### src/rtl/issue_scoreboard.sv
// Single-entry issue stage: holds one fetched RV64IM instruction, decodes its register usage
// and releases it to execute only when it is free of RAW/WAW hazards against in-flight writes.
module issue_scoreboard #(
   parameter int NUM_WB = 2,
   parameter int CNT_W  = 16
) (
   input  logic                  clk,
   input  logic                  reset,
   input  logic [31:0]           ir,
   input  logic                  ir_valid,
   output logic                  ir_ready,
   output logic                  iss_valid,
   input  logic                  iss_ready,
   output logic [31:0]           iss_ir,
   output logic [4:0]            iss_rs1,
   output logic [4:0]            iss_rs2,
   output logic [4:0]            iss_rd,
   output logic                  iss_illegal,
   input  logic [NUM_WB-1:0]     wb_valid,
   input  logic [5*NUM_WB-1:0]   wb_rd,
   input  logic                  flush,
   output logic [31:0]           busy,
   output logic [CNT_W-1:0]      stall_cycles
);

   typedef enum logic {EMPTY, HOLD} state_t;

   state_t            state_q, state_d;
   logic [31:0]       ir_q;
   logic [31:0]       busy_q, busy_d;
   logic [CNT_W-1:0]  stall_q;

   logic              use_rs1, use_rs2, use_rd, illegal;
   logic              hold, hazard, fire, accept, ir_load, stall_inc;
   logic [31:0]       clr, eff_busy, set_mask;

   function automatic logic [CNT_W-1:0] sat_inc(input logic [CNT_W-1:0] v);
      return (&v) ? v : v + CNT_W'(1);
   endfunction

   always_comb begin
      use_rs1 = 1'b0;
      use_rs2 = 1'b0;
      use_rd  = 1'b0;
      illegal = 1'b0;
      case (ir_q[6:0])
         7'b0110011, 7'b0111011: begin
            use_rs1 = 1'b1; use_rs2 = 1'b1; use_rd = 1'b1;
         end
         7'b0010011, 7'b0011011, 7'b0000011, 7'b1100111: begin
            use_rs1 = 1'b1; use_rd = 1'b1;
         end
         7'b0100011, 7'b1100011: begin
            use_rs1 = 1'b1; use_rs2 = 1'b1;
         end
         7'b0110111, 7'b0010111, 7'b1101111: use_rd = 1'b1;
         7'b0001111: ;
         7'b1110011: begin
            // CSR forms: register variants read rs1, immediate variants only write rd
            case (ir_q[14:12])
               3'b001, 3'b010, 3'b011: begin use_rs1 = 1'b1; use_rd = 1'b1; end
               3'b101, 3'b110, 3'b111: use_rd = 1'b1;
               default: ;
            endcase
         end
         default: illegal = 1'b1;
      endcase
   end

   assign hold        = (state_q == HOLD);
   assign iss_ir      = hold ? ir_q : 32'd0;
   assign iss_rs1     = (hold && use_rs1) ? ir_q[19:15] : 5'd0;
   assign iss_rs2     = (hold && use_rs2) ? ir_q[24:20] : 5'd0;
   assign iss_rd      = (hold && use_rd)  ? ir_q[11:7]  : 5'd0;
   assign iss_illegal = hold && illegal;

   always_comb begin
      clr = 32'd0;
      for (int k = 0; k < NUM_WB; k++) begin
         if (wb_valid[k]) clr[wb_rd[5*k +: 5]] = 1'b1;
      end
   end

   // Writebacks landing this cycle are bypassed; busy_q[0] is never set, so x0 is hazard-free
   assign eff_busy  = busy_q & ~clr;
   assign hazard    = eff_busy[iss_rs1] | eff_busy[iss_rs2] | eff_busy[iss_rd];
   assign iss_valid = hold && !hazard && !flush;
   assign fire      = iss_valid && iss_ready;
   assign ir_ready  = (!hold || fire) && !flush;
   assign accept    = ir_valid && ir_ready;
   assign stall_inc = hold && hazard && !flush;

   assign set_mask  = (fire && iss_rd != 5'd0) ? (32'd1 << iss_rd) : 32'd0;
   assign busy_d    = (eff_busy | set_mask) & ~32'd1;

   always_comb begin
      state_d = state_q;
      ir_load = 1'b0;
      if (flush) begin
         state_d = EMPTY;
      end else if (accept) begin
         state_d = HOLD;
         ir_load = 1'b1;
      end else if (fire) begin
         state_d = EMPTY;
      end
   end

   always_ff @(posedge clk) begin
      if (reset) begin
         state_q <= EMPTY;
         busy_q  <= 32'd0;
         stall_q <= '0;
      end else begin
         state_q <= state_d;
         busy_q  <= busy_d;
         if (stall_inc) stall_q <= sat_inc(stall_q);
      end
   end

   always_ff @(posedge clk) begin
      if (ir_load) ir_q <= ir;
   end

   assign busy         = busy_q;
   assign stall_cycles = stall_q;

endmodule

### config.mk
export PLATFORM = sky130hd
export DESIGN_NAME = issue_scoreboard
export DESIGN_NICKNAME = d
export VERILOG_FILES = /design/src/rtl/issue_scoreboard.sv
export SDC_FILE = /design/constraint.sdc
export NUM_CORES = 1
export LEC_CHECK = 0
export CORE_ASPECT_RATIO = 0.9
export CORE_MARGIN = 10
export CORE_UTILIZATION = 45
export CTS_CLUSTER_DIAMETER = 40
export CTS_CLUSTER_SIZE = 8
export DETAILED_ROUTE_END_ITERATION = 8
export PLACE_DENSITY = 0.76
export SYNTH_ARGS = -nofsm -noshare
export SYNTH_HDL_FRONTEND = slang
export SYNTH_SLANG_ARGS = --single-unit
### constraint.sdc
create_clock -name clk -period 9 [get_ports clk]
set_clock_uncertainty 0.1 [all_clocks]
set_input_delay 0.9 -clock clk [delete_from_list [all_inputs] [get_ports clk]]
set_output_delay 0.9 -clock clk [all_outputs]
set_load 0.01 [all_outputs]
# Word level (Yosys, flattened, before mapping)

Cells that the tools add are included.
W data, S select, Z words.

Bits of input ports: 49
Flip-flop bits (word level): 81

Bitwise operators: 7
$lt $le $gt $ge: 7
Reduce and logical (&&, ||, !) cells: 29
Shifts and indexed selects: 1
Multiplexer cells: 27
Add/sub/neg operators: 1
Eq/ne operators: 19

Operator list:

| cell                    | count |
|---|---|
| $mux W32                | 4 |
| $or A32 B32 Y32         | 2 |
| $and A32 B32 Y32        | 1 |
| $not A32 Y32            | 1 |
| $shl A1 B5 Y32 const A  | 1 |
| $lt A5 B6 Y1 const B    | 5 |
| $eq A7 B6 Y1 const B    | 4 |
| $eq A7 B7 Y1 const B    | 4 |
| $eq A7 B5 Y1 const B    | 3 |
| $add A16 B1 Y16 const B | 1 |
| $reduce_and A16 Y1      | 1 |
| $bmux W1 S5             | 3 |
| $mux W5                 | 3 |
| $logic_and A1 B1 Y1     | 14 |
| $mux W1                 | 13 |
| $reduce_or A13 Y1       | 1 |
| $demux W1 S5            | 2 |
| $ge A5 B1 Y1 const B    | 2 |
| $eq A3 B3 Y1 const B    | 3 |
| $reduce_or A9 Y1        | 1 |
| $reduce_or A8 Y1        | 1 |
| $eq A7 B2 Y1 const B    | 1 |
| $eq A7 B4 Y1 const B    | 1 |
| $eq A3 B2 Y1 const B    | 2 |
| 13 further kinds        | 17 |

# Depth between registers and ports, before layout

Gate-level depths: netlist (run 1).

Depth after elaboration: 22
Gate-level depth with buffers: 15
Gate-level depth less buffers: 11

# Worst setup path before layout (run 1)

No wires, ideal clock.

Path type: input-to-reg
Start: in wb_rd[0]
End: reg ir_q[0], enable pin
Required time: 8.508 ns
Setup time: 0.392 ns
Slack: 4.430 ns
Stages: 11
Arrival time: 4.078 ns
Cells stage by stage: buf_2 > or3b_1 > o221ai_2 > o22ai_1 > a211oi_1 > nor4_1 > a211oi_2 > o41ai_2 > or4_1 > a21oi_2 > and2_1

Word-level cells in the longest chain between the ends: 22
Elaborated cells on any way between the ends: 27
Classes of those cells: 2 x order compare; 12 x mux; 5 x bitwise; 8 x reduce/logical

RTL lines:

| what                                                               | line | source |
|---|---|---|
| start: declaration                                                 | 20   | `input logic [5*NUM_WB-1:0] wb_rd,` |
| $lt A5 B6 Y1 (implied by the code) or $ge A5 B1 Y1 (tied branches) | 80   | `if (wb_valid[k]) clr[wb_rd[5*k +: 5]] = 1'b1;` |
| $logic_and A1 B1 Y1 (implied by the code)                          | 80   |  |
| $mux W1 (implied by the code)                                      | 80   |  |
| $demux W1 S5 (*)                                                   | 80   |  |
| $mux W32 (*)                                                       | 80   |  |
| $or A32 B32 Y32 (no line)                                          | --   |  |
| $mux W32 (*)                                                       | 80   |  |
| $not A32 Y32 (*)                                                   | 85   | `assign eff_busy = busy_q & ~clr;` |
| [8 not listed]                                                     | --   |  |
| $logic_and A1 B1 Y1 (*)                                            | 88   | `assign fire = iss_valid && iss_ready;` |
| $logic_or A1 B1 Y1 (*)                                             | 89   | `assign ir_ready = (!hold \|\| fire) && !flush;` |
| $logic_and A1 B1 Y1 (*)                                            | 89   |  |
| via ir_ready                                                       | 11   | `output logic ir_ready,` |
| $logic_and A1 B1 Y1 (*)                                            | 90   | `assign accept = ir_valid && ir_ready;` |
| $mux W1 (*)                                                        | 101  | `end else if (accept) begin` |
| $mux W1 (*)                                                        | 99   | `if (flush) begin` |
| via ir_load                                                        | 34   | `logic hold, hazard, fire, accept, ir_load, stall_inc;` |
| end signal: assignment                                             | 122  | `if (ir_load) ir_q <= ir;` |
| end: declaration                                                   | 29   | `logic [31:0] ir_q;` |

The timed path passes the listed nets; every way through them passes the cells marked *. The select of a mux whose other input is x is not followed.
A chain may end at the register's enable or synchronous reset.

# Worst setup path in the final report (run 1)

Start: in wb_rd[9]
End: out ir_ready

Word-level cells in the longest chain between the ends: 18
Elaborated cells on any way between the ends: 23
Classes of those cells: 2 x order compare; 9 x mux; 5 x bitwise; 7 x reduce/logical

RTL lines:

| what                                                               | line | source |
|---|---|---|
| $lt A5 B6 Y1 (implied by the code) or $ge A5 B1 Y1 (tied branches) | 80   |  |
| $logic_and A1 B1 Y1 (implied by the code)                          | 80   |  |
| $mux W1 (implied by the code)                                      | 80   |  |
| $demux W1 S5 (*)                                                   | 80   |  |
| $or A32 B32 Y32 (no line) (*)                                      | --   |  |
| $mux W32 (*)                                                       | 80   |  |
| $not A32 Y32 (*)                                                   | 85   |  |
| $and A32 B32 Y32 (*)                                               | 85   |  |
| $bmux W1 S5                                                        | 86   | `assign hazard = eff_busy[iss_rs1] \| eff_busy[iss_rs2] \| eff_busy[iss_rd];` |
| $mux W1 (implied by the code)                                      | 86   |  |
| $or A1 B1 Y1                                                       | 86   |  |
| $or A1 B1 Y1 (*)                                                   | 86   |  |
| $logic_not A1 Y1 (*)                                               | 87   | `assign iss_valid = hold && !hazard && !flush;` |
| $logic_and A1 B1 Y1 (*) (2 in a row)                               | 87   |  |
| $logic_and A1 B1 Y1 (*)                                            | 88   |  |
| $logic_or A1 B1 Y1 (*)                                             | 89   |  |
| $logic_and A1 B1 Y1 (*)                                            | 89   |  |
| end: declaration                                                   | 11   |  |

Every way passes the cells marked *; elsewhere a longest branch is shown, timed or not. The select of a mux whose other input is x is not followed.

==> results of run 1 <==
stage by stage:
step / cells / setup WS (ns) / total power, W / utilization
after CTS: 881 / 3.148 / 0.0008800 / 0.6204
after detailed placement: 865 / 3.184 / 0.0004856 / 0.5915
after global routing: 881 / 2.922 / 0.0009033 / 0.6204
after floorplan: 588 / 4.430 / 0.0004422 / -
after global placement: 865 / 3.208 / 0.0004843 / 0.5915
final: 881 / 3.010 / 0.0008792 / 0.6204
worst reg2reg max path: stages, from the launching register on:
cell	delay (ns)
dfxtp_1	0.66
nand3b_1	0.19
a2111oi_2	0.70
o2111a_1	0.30
o221a_2	0.20
a211oi_1	0.05
o22ai_1	0.29
o41ai_2	0.21
or4_1	0.59
a21oi_2	0.18
and2_1	0.14
buf_4	0.36
power breakdown:
| group | leakage (nW) | internal (W) | switching [W] |
|---|---|---|---|
| logic | 1.54 | 0.0000398 | 0.0000468 |
| clock network | 0.157 | 0.000248 | 0.000153 |
| registers | 0.686 | 0.000385 | 0.00000788 |
| total | 2.39 | 0.000672 | 0.000207 |
sequential cells by signal, summed over array words and instances, names as in the netlist:
signal / count
stall_cycles: 16
hold: 1
ir_q: 32
busy: 31
kinds of logic (layout without fill, tap and decap cells):
group	count (synthesis)	in the layout	synth area share
and+or+nand+nor	268	268	0.2804
muxes	30	30	0.06174
other	1	1	0.0007257
buffers and inverters	57	194	0.04988
DFF	80	80	0.3719
AOI/OAI and AO/OA	151	151	0.2329
adders and majority gates	1	1	0.002421
cell usage in the layout (no fill, tap or decap), types with 4 or more instances in the layout:
cell type        count
a211oi_1             6
a21oi_1             41
and2_1              22
and3_1               4
buf_4                7
clkbuf_16           10
clkdlybuf4s50_1    144
dfxtp_1             48
edfxtp_1            32
inv_1               22
mux2_1              11
mux2_2               4
mux2i_1             15
nand2_1             33
nand2b_1             7
nand3_1             32
nand3b_1            10
nand4_1             18
nand4b_1             5
nor2_1              66
nor2b_1             13
nor3_1              22
nor4_1               6
o211ai_1             5
o21ai_0              9
o21ai_1              4
o221ai_1            22
o221ai_2             7
o22ai_1              9
or2_2                4
or3_1                4
or3b_1               7
per-layer routing:
layer / track usage / wire (µm)
met1: 0.2954 / 8104
met2: 0.3697 / 8719
met5: 0 / 0
met3: 0.07078 / 2092
met4: 0.1016 / 735
worst min-delay path by stage:
| stage | slack, ns | to |
|---|---|---|
| 2_1_floorplan | 0.40 | stall_cycles[14] |
| 3_3_place_gp | 0.38 | stall_cycles[14] |
| 3_5_place_dp | 0.39 | stall_cycles[14] |
| 4_1_cts | 0.41 | stall_cycles[14] |
| 5_1_grt | 0.44 | stall_cycles[15] |
| 6_report | 0.41 | stall_cycles[14] |
final cells by class:
type / instances / area [µm²] / share of cell area
Multi-Input combinational cell: 451 / 2994 / 0.4255
Inverter: 26 / 98.84 / 0.01405
Tap cell: 156 / 195.2 / 0.02774
Clock buffer: 13 / 281.5 / 0.04001
Clock inverter: 3 / 46.29 / 0.006579
Timing Repair Buffer: 152 / 1499 / 0.2130
Sequential cell: 80 / 1922 / 0.2731
==> impl_metrics.env, run 1 <==
export IMPL_status="complete, no violations"
export IMPL_gp_congestion=0.9881
export IMPL_die_area_um2=16180
export IMPL_vias_per_cell=6.220
export IMPL_synth_most_common_cell="nor2_1"
export IMPL_wl_mm=19.65
export IMPL_reg2reg_slack_ns=4.66
export IMPL_antenna_found_initial=0
export IMPL_setup_violations=0
export IMPL_timing_slew_headroom=0.2806
export IMPL_netlist_area_um2=5167
export IMPL_fillers=970
export IMPL_first_global_vias=5227
export IMPL_min_period_ns=5.990
export IMPL_hp_start="stall_cycles[14]"
export IMPL_ys_top_cells_by_area="dfxtp_1 (19%), edfxtp_1 (19%), nor2_1 (4.8%), a21oi_1 (4.0%), o221ai_1 (3.7%)"
export IMPL_yosys_register_bits=80
export IMPL_peakVddDrop_uv=108.7
export IMPL_post_cts_buffers=0
export IMPL_die_w_um=133.0
export IMPL_crit_chain="clkdlybuf4s50_1, or3b_1, o221ai_1, o2111ai_1, a211oi_1, nor3_1, o22ai_1, o41ai_2, or4_1, a21oi_2, clkdlybuf4s50_1"
export IMPL_dieHeight_um=121.7
export IMPL_grt_overflow_total=0
export IMPL_grt_max_degree=61
export IMPL_cts_root_buf="clkbuf_16"
export IMPL_dpl_cell_area_um2=6709
export IMPL_synthToLayoutAreaGrowth_pct=36.17
export IMPL_post_route_period_util=0.6655
export IMPL_yosys_area_top_type_share=0.1860
export IMPL_r2r_cells=11
export IMPL_core_area_um2=11340
export IMPL_worst_slew_pin_slew_ns=1.079
export IMPL_slew_viol_final=0
export IMPL_synth_fp_nets=638
export IMPL_yosysUniqueCellTypes=82
export IMPL_final_hold_violation_count=0
export IMPL_worstReg2RegStart="hold"
export IMPL_async_flop_share=0
export IMPL_cts_buffers=9
export IMPL_num_rows=37
export IMPL_synthFlopType="dfxtp_1"
export IMPL_io_pins=147
export IMPL_end_kind="primary output"
export IMPL_clk_latency_ns=0.35
export IMPL_routedWlPerCell_um=22.31
export IMPL_h_tree_depth=3
export IMPL_ys_warnings_count=0
export IMPL_rr_endpoint="ir_q[23]"
export IMPL_clk_pin_slew_ns=0.07
export IMPL_n_antenna_cell=0
export IMPL_initial_core_util=0.4556
export IMPL_drtPass1Iterations=5
export IMPL_num_vias=5480
export IMPL_cts_sinks=80
export IMPL_crit_end="ir_ready"
export IMPL_worstHoldPathType="flop to flop"
export IMPL_clock_path_buffers=2
export IMPL_crit_slowest_cell="clkdlybuf4s50_1"
export IMPL_post_route_drc_count=0
export IMPL_critPathMaxFanout=12
export IMPL_p_leak_nw=2.386
export IMPL_p_per_area_nw_per_um2=124.9
export IMPL_arrival_ns=4.99
export IMPL_grtUsageTotal=0.2352
export IMPL_cts_resized=0
export IMPL_synthCells=588
export IMPL_holdWs_ns=0.4068
export IMPL_critPathBufInv=2
export IMPL_ys_top_cells_by_count="nor2_1 (66), dfxtp_1 (48), a21oi_1 (41)"
export IMPL_drtAntennaViolNets=0
export IMPL_path_depth=11
export IMPL_dp_hpwl_mm=14.71
export IMPL_synth_area_leader_cell="dfxtp_1"
export IMPL_final_nets=770
export IMPL_maxCapViolCount=0
export IMPL_startpoint="wb_rd[9]"
export IMPL_worstPathRequired_ns=8.00
export IMPL_fin_tns_setup_ns=0
export IMPL_whs_path_depth=2
export IMPL_drive_gt1_frac=0.08690
export IMPL_cts_tree="yes"
export IMPL_cts_hold_fix_buffers=0
export IMPL_final_cell_area_um2=7037
export IMPL_critPathLaunchType="primary input"
export IMPL_ys_seq_area_frac=0.3719
export IMPL_critical_path_top_delay_family="compound AO/OA/AOI/OAI gates"
export IMPL_rsz0062_at_grt="false"
export IMPL_portBuffers=145
export IMPL_slowest_delay_ns=0.67
export IMPL_grt_first_pass_wirelength_mm=30.32
export IMPL_synth_edf_count=32
export IMPL_worstSetupPathType="primary input to primary output"
export IMPL_fmax_ghz=0.1670
export IMPL_syn_area_per_cell_um2=8.788
export IMPL_cp_common_cell="clkdlybuf4s50_1"
export IMPL_drt_iter0_markers=625
(Power assumes the default switching activity.)
==> run 2, diff against run 1 <==
Clock period 9 ns to 5.75 ns, I/O delays scaled along.
==> run 2 against run 1 <==
  * First-iteration DRC count decreased by 12%
  * Clock-buffer cell count unchanged
  * Global-route usage decreased by 0.42 points
  * Critical endpoint unchanged
  * Largest power group is now sequential cells
==> impl_metrics.env, run 2 (synthesis gave the netlist of run 1 again) <==
export IMPL_grt_first_pass_wirelength_mm=30.17
export IMPL_cts_tree="yes"
export IMPL_combPwrFrac=0.103
export IMPL_arrival_ns=4.52
export IMPL_cts_hold_fix_buffers=0
export IMPL_intPower_w=0.001008
export IMPL_end_kind="primary output"
export IMPL_p_switching_w=0.0003216
export IMPL_cts_root_buf="clkbuf_16"
export IMPL_setup_violations=0
export IMPL_slew_viol_final=0
export IMPL_dp_hpwl_mm=14.57
export IMPL_num_rows=37
export IMPL_cts_sinks=80
export IMPL_post_route_util=0.6223
export IMPL_rsz0062_at_grt="false"
export IMPL_crit_chain="clkdlybuf4s50_1, or3b_1, o221ai_1, mux2i_1, a211oi_1, nor3_1, o22ai_1, o41ai_2, or4_1, a21oi_2, clkdlybuf4s50_1"
export IMPL_post_route_drc_count=0
export IMPL_gp_congestion=0.9571
export IMPL_antenna_found_initial=0
export IMPL_n_antenna_cell=0
export IMPL_vias_per_cell=6.132
export IMPL_crit_slowest_cell="clkdlybuf4s50_1"
export IMPL_critPathMaxFanout=12
export IMPL_worstHoldPathType="flop to flop"
export IMPL_min_period_ns=5.194
export IMPL_portBuffers=145
export IMPL_status="complete, no violations"
export IMPL_clk_latency_ns=0.33
export IMPL_post_cts_buffers=0
export IMPL_clock_path_buffers=2
export IMPL_largest_reg_flops=32
export IMPL_slowest_delay_ns=0.67
export IMPL_worstSetupPathType="primary input to primary output"
export IMPL_final_cell_mix="clkdlybuf4s50_1 (144), nor2_1 (66), dfxtp_1 (48)"
export IMPL_worst_slew_pin_slew_ns=1.056
export IMPL_die_area_um2=16180
export IMPL_drt_iter0_markers=547
export IMPL_maxCapViolCount=0
export IMPL_synthToLayoutAreaGrowth_pct=36.59
export IMPL_core_area_um2=11340
export IMPL_num_vias=5439
export IMPL_io_pins=147
export IMPL_fmax_ghz=0.1925
export IMPL_top_register="ir_q"
export IMPL_initial_core_util=0.4556
export IMPL_pwr_share_seq=0.461
export IMPL_h_tree_depth=3
export IMPL_grtUsageTotal=0.2311
export IMPL_drtAntennaViolNets=0
export IMPL_p_leak_nw=2.405
export IMPL_cp_common_cell="clkdlybuf4s50_1"
export IMPL_grt_overflow_total=0
export IMPL_switching_share=0.2419
export IMPL_routedWlPerCell_um=21.91
export IMPL_critPathLaunchType="primary input"
export IMPL_p_per_area_nw_per_um2=188.4
export IMPL_cts_resized=0
export IMPL_first_global_vias=5249
export IMPL_timing_slew_headroom=0.2960
export IMPL_cts_buffers=9
export IMPL_peakVddDrop_uv=161.8
export IMPL_post_route_period_util=0.9033
export IMPL_grt_max_degree=61
export IMPL_clk_pin_slew_ns=0.06
export IMPL_clkPwrFrac=0.436
export IMPL_fin_tns_setup_ns=0
export IMPL_drtPass1Iterations=5
export IMPL_final_nets=776
export IMPL_wl_mm=19.43
export IMPL_layout_commonest_cell="clkdlybuf4s50_1"
export IMPL_die_w_um=133.0
export IMPL_drive_gt1_frac=0.09439
export IMPL_worstPathRequired_ns=5.08
export IMPL_dieHeight_um=121.7
export IMPL_final_hold_violation_count=0
-- run 2: area by class of cell --
| type | instances | area, µm² |
|---|---|---|
| fillers | 1006 | 4284 |
| multi-input cells | 451 | 2994 |
| flip-flops and latches | 80 | 1922 |
| repair buffers | 158 | 1544 |
| clock buffers | 13 | 281.5 |
| well taps | 156 | 195.2 |
| inverters | 26 | 98.84 |
| clock inverters | 3 | 22.52 |
-- run 2: routing by layer --
metal  part of all wire  wire length (µm)  GRT usage  vias up
li1                   -                 -          -     2523
met1               0.42              8242     0.3009     2614
met2               0.47              9068     0.3738      268
met3              0.086              1675    0.06049       34
met4              0.023               444    0.06181        0
met5                  0                 0          0        -
-- run 2: power groups by stage --
stage | Clock (W) | Combinational (W) | Sequential (W)
floorplan | 0 | 0.0000735 | 0.000619
global placement | 0 | 0.000132 | 0.000625
detailed placement | 0 | 0.000135 | 0.000625
CTS | 0.000581 | 0.000136 | 0.000613
global route | 0.000604 | 0.000148 | 0.000614
finish | 0.000579 | 0.000137 | 0.000613
-- run 2: worst paths after layout --
kind / slack (ns) / startpoint / cells after the start / to
worst max-delay path: 0.56 / wb_rd[9] / 11 / ir_ready
worst min register to register: 0.43 / stall_cycles[14] / 2 / stall_cycles[14]
worst min-delay path: 0.43 / stall_cycles[14] / 2 / stall_cycles[14]
worst max register to register: 1.48 / ir_q[3] / 11 / ir_q[2]
-- run 2: critical path, delay by kind of cell --
family | cells | cell delay [ns]
compound gates | 5 | 1.42
buf+inv | 2 | 1.23
mux | 1 | 0.16
simple gates | 3 | 1.11
-- run 2: per-stage QoR --
stage / power [W] / instances / area (µm²) / hold WS (ns) / setup WS, ns
global placement: 0.0007572 / 871 / 6754 / 0.3780 / 0.6732
floorplan: 0.0006921 / 588 / 5167 / 0.4042 / 1.505
CTS: 0.001330 / 887 / 7058 / 0.4340 / 0.6027
global route: 0.001366 / 887 / 7058 / 0.4551 / 0.3258
detailed placement: 0.0007605 / 871 / 6754 / 0.4258 / 0.6194
finish: 0.001330 / 887 / 7058 / 0.4250 / 0.5562
==> run 3, diff against run 2 <==
Settings changed: CORE_UTILIZATION 45 to 40, PLACE_DENSITY 0.76 to 0.69.
==> run 3 against run 2 <==
  * Critical path depth stayed put
  * Fmax hardly changed
  * Clock-buffer cell count is 4 lower
  * Global-route usage is 1.3 points lower
  * Register-to-register slack better by 0.11 ns
  * First-iteration DRC count is 9.1% lower
  * Sequential power hardly changed
  * Worst setup slack hardly changed
  * Combinational power hardly changed
  * Final cell count is 1.5% higher
  * Hold slack worse by 0.028 ns
  * Non-clock buffer count is 5 higher
==> impl_metrics.env, run 3 (synthesis gave the netlist of run 1 again) <==
export IMPL_die_w_um=139.8
export IMPL_critPathBufInv=2
export IMPL_maxCapViolCount=0
export IMPL_grt_max_degree=61
export IMPL_clock_path_buffers=2
export IMPL_ff_latch_area_um2=1922
export IMPL_whs_path_depth=2
export IMPL_critPathLaunchType="primary input"
export IMPL_timing_slew_headroom=0.2997
export IMPL_r2r_cells=12
export IMPL_p_switching_w=0.0003249
export IMPL_initial_core_util=0.4073
export IMPL_cts_sinks=80
export IMPL_fillers=1148
export IMPL_worstReg2RegStart="hold"
export IMPL_cts_buffers=9
export IMPL_total_power_w=0.001369
export IMPL_intPower_w=0.001044
export IMPL_clk_pin_slew_ns=0.06
export IMPL_vias_per_cell=6.070
export IMPL_num_rows=39
export IMPL_critPathMaxFanout=8
export IMPL_dp_hpwl_mm=15.41
export IMPL_clk_latency_ns=0.35
export IMPL_final_cell_area_um2=7122
export IMPL_switching_share=0.2373
export IMPL_wl_mm=20.38
export IMPL_core_area_um2=12690
export IMPL_cts_root_buf="clkbuf_16"
export IMPL_post_cts_buffers=0
export IMPL_p_leak_nw=2.420
export IMPL_gp_congestion=0.9638
export IMPL_layout_commonest_cell="clkdlybuf4s50_1"
export IMPL_synthToLayoutAreaGrowth_pct=37.82
export IMPL_worstPathRequired_ns=5.08
export IMPL_min_period_ns=5.194
export IMPL_final_hold_violation_count=0
export IMPL_cts_tree="yes"
export IMPL_critical_path_top_delay_family="compound AO/OA/AOI/OAI gates"
export IMPL_first_global_vias=5195
export IMPL_dieHeight_um=127.8
export IMPL_portBuffers=145
export IMPL_multi_input_comb_area_um2=2994
export IMPL_peakVddDrop_uv=167.4
export IMPL_final_nets=781
export IMPL_status="complete, no violations"
export IMPL_combPwrFrac=0.100
export IMPL_min_to="stall_cycles[14]"
export IMPL_clkPwrFrac=0.452
export IMPL_top_register="ir_q"
export IMPL_worstSetupPathType="primary input to primary output"
export IMPL_final_cell_mix="clkdlybuf4s50_1 (144), nor2_1 (66), dfxtp_1 (48)"
export IMPL_arrival_ns=4.52
export IMPL_post_route_drc_count=0
export IMPL_pwr_share_seq=0.448
export IMPL_post_route_period_util=0.9033
export IMPL_drt_iter0_markers=497
export IMPL_n_antenna_cell=0
export IMPL_setup_violations=0
export IMPL_grt_overflow_total=0
export IMPL_fmax_ghz=0.1925
export IMPL_worstHoldPathType="flop to flop"
export IMPL_hp_start="stall_cycles[14]"
export IMPL_reg2reg_slack_ns=1.59
export IMPL_io_pins=147
export IMPL_drive_gt1_frac=0.1005
export IMPL_antenna_found_initial=0
export IMPL_worst_slew_pin_slew_ns=1.051
export IMPL_holdWs_ns=0.3975
export IMPL_cp_common_cell="clkdlybuf4s50_1"
export IMPL_grtUsageTotal=0.2180
export IMPL_drtAntennaViolNets=0
export IMPL_dpl_cell_area_um2=6802
export IMPL_crit_slowest_cell="or4_1"
export IMPL_fin_tns_setup_ns=0
export IMPL_num_vias=5463
export IMPL_cts_resized=0
export IMPL_largest_reg_flops=32
export IMPL_crit_chain="clkdlybuf4s50_1, or3b_1, o221ai_2, o22ai_1, a211oi_1, nor4_1, a211oi_2, o41ai_2, or4_1, a21oi_2, clkdlybuf4s50_1"
export IMPL_slowest_delay_ns=0.59
export IMPL_drtPass1Iterations=6
export IMPL_h_tree_depth=3
export IMPL_rsz0062_at_grt="false"
export IMPL_cts_hold_fix_buffers=0
export IMPL_p_per_area_nw_per_um2=192.2
export IMPL_grt_first_pass_wirelength_mm=30.95
export IMPL_die_area_um2=17870
export IMPL_rr_endpoint="ir_q[22]"
export IMPL_routedWlPerCell_um=22.64
export IMPL_slew_viol_final=0
export IMPL_end_kind="primary output"
[run 3: layout make-up]
| cell class | count | area share |
|---|---|---|
| Multi-Input combinational cell | 451 | 0.4204 |
| Timing Repair Buffer | 163 | 0.2221 |
| Tap cell | 164 | 0.02881 |
| Clock buffer | 9 | 0.03162 |
| Inverter | 26 | 0.01388 |
| Clock inverter | 7 | 0.01335 |
| Sequential cell | 80 | 0.2699 |
[run 3: how the worst max path moves through the flow]
stage	start	endpoint	slack [ns]	cells past startpoint
2_1_floorplan	wb_rd[0]	ir_q[0]	1.50	11
3_3_place_gp	wb_rd[8]	ir_ready	0.69	11
3_5_place_dp	wb_rd[9]	ir_ready	0.64	11
4_1_cts	wb_rd[9]	ir_ready	0.60	11
5_1_grt	wb_rd[8]	ir_ready	0.29	11
6_report	wb_valid[1]	ir_ready	0.56	11
[run 3: metrics by stage]
stage	setup WS (ns)	utilization	instances
after floorplan	1.505	-	588
after global placement	0.6944	0.5361	884
after detailed placement	0.6371	0.5361	884
after CTS	0.5953	0.5613	900
after global routing	0.2920	0.5613	900
final	0.5563	0.5613	900
[run 3: power by group through the flow]
stage          sequential (W)  combinational (W)  clock [W]
2_1_floorplan        0.000619          0.0000735          0
3_3_place_gp         0.000625           0.000133          0
3_5_place_dp         0.000625           0.000136          0
4_1_cts              0.000613           0.000136   0.000627
5_1_grt              0.000614           0.000148   0.000654
6_report             0.000613           0.000137   0.000619
[run 3: worst min-delay path, cell delays in order, from the launching register on]
cell and delay, ns:
dfxtp_1 0.33, o31ai_1 0.07, a21oi_1 0.06
[run 3: layer usage]
metal / share of wire / wire length [µm] / GRT usage
met4: 0.035 / 709 / 0.07828
met2: 0.44 / 9012 / 0.3305
met1: 0.42 / 8555 / 0.2829
met3: 0.10 / 2098 / 0.07333
met5: 0 / 0 / 0
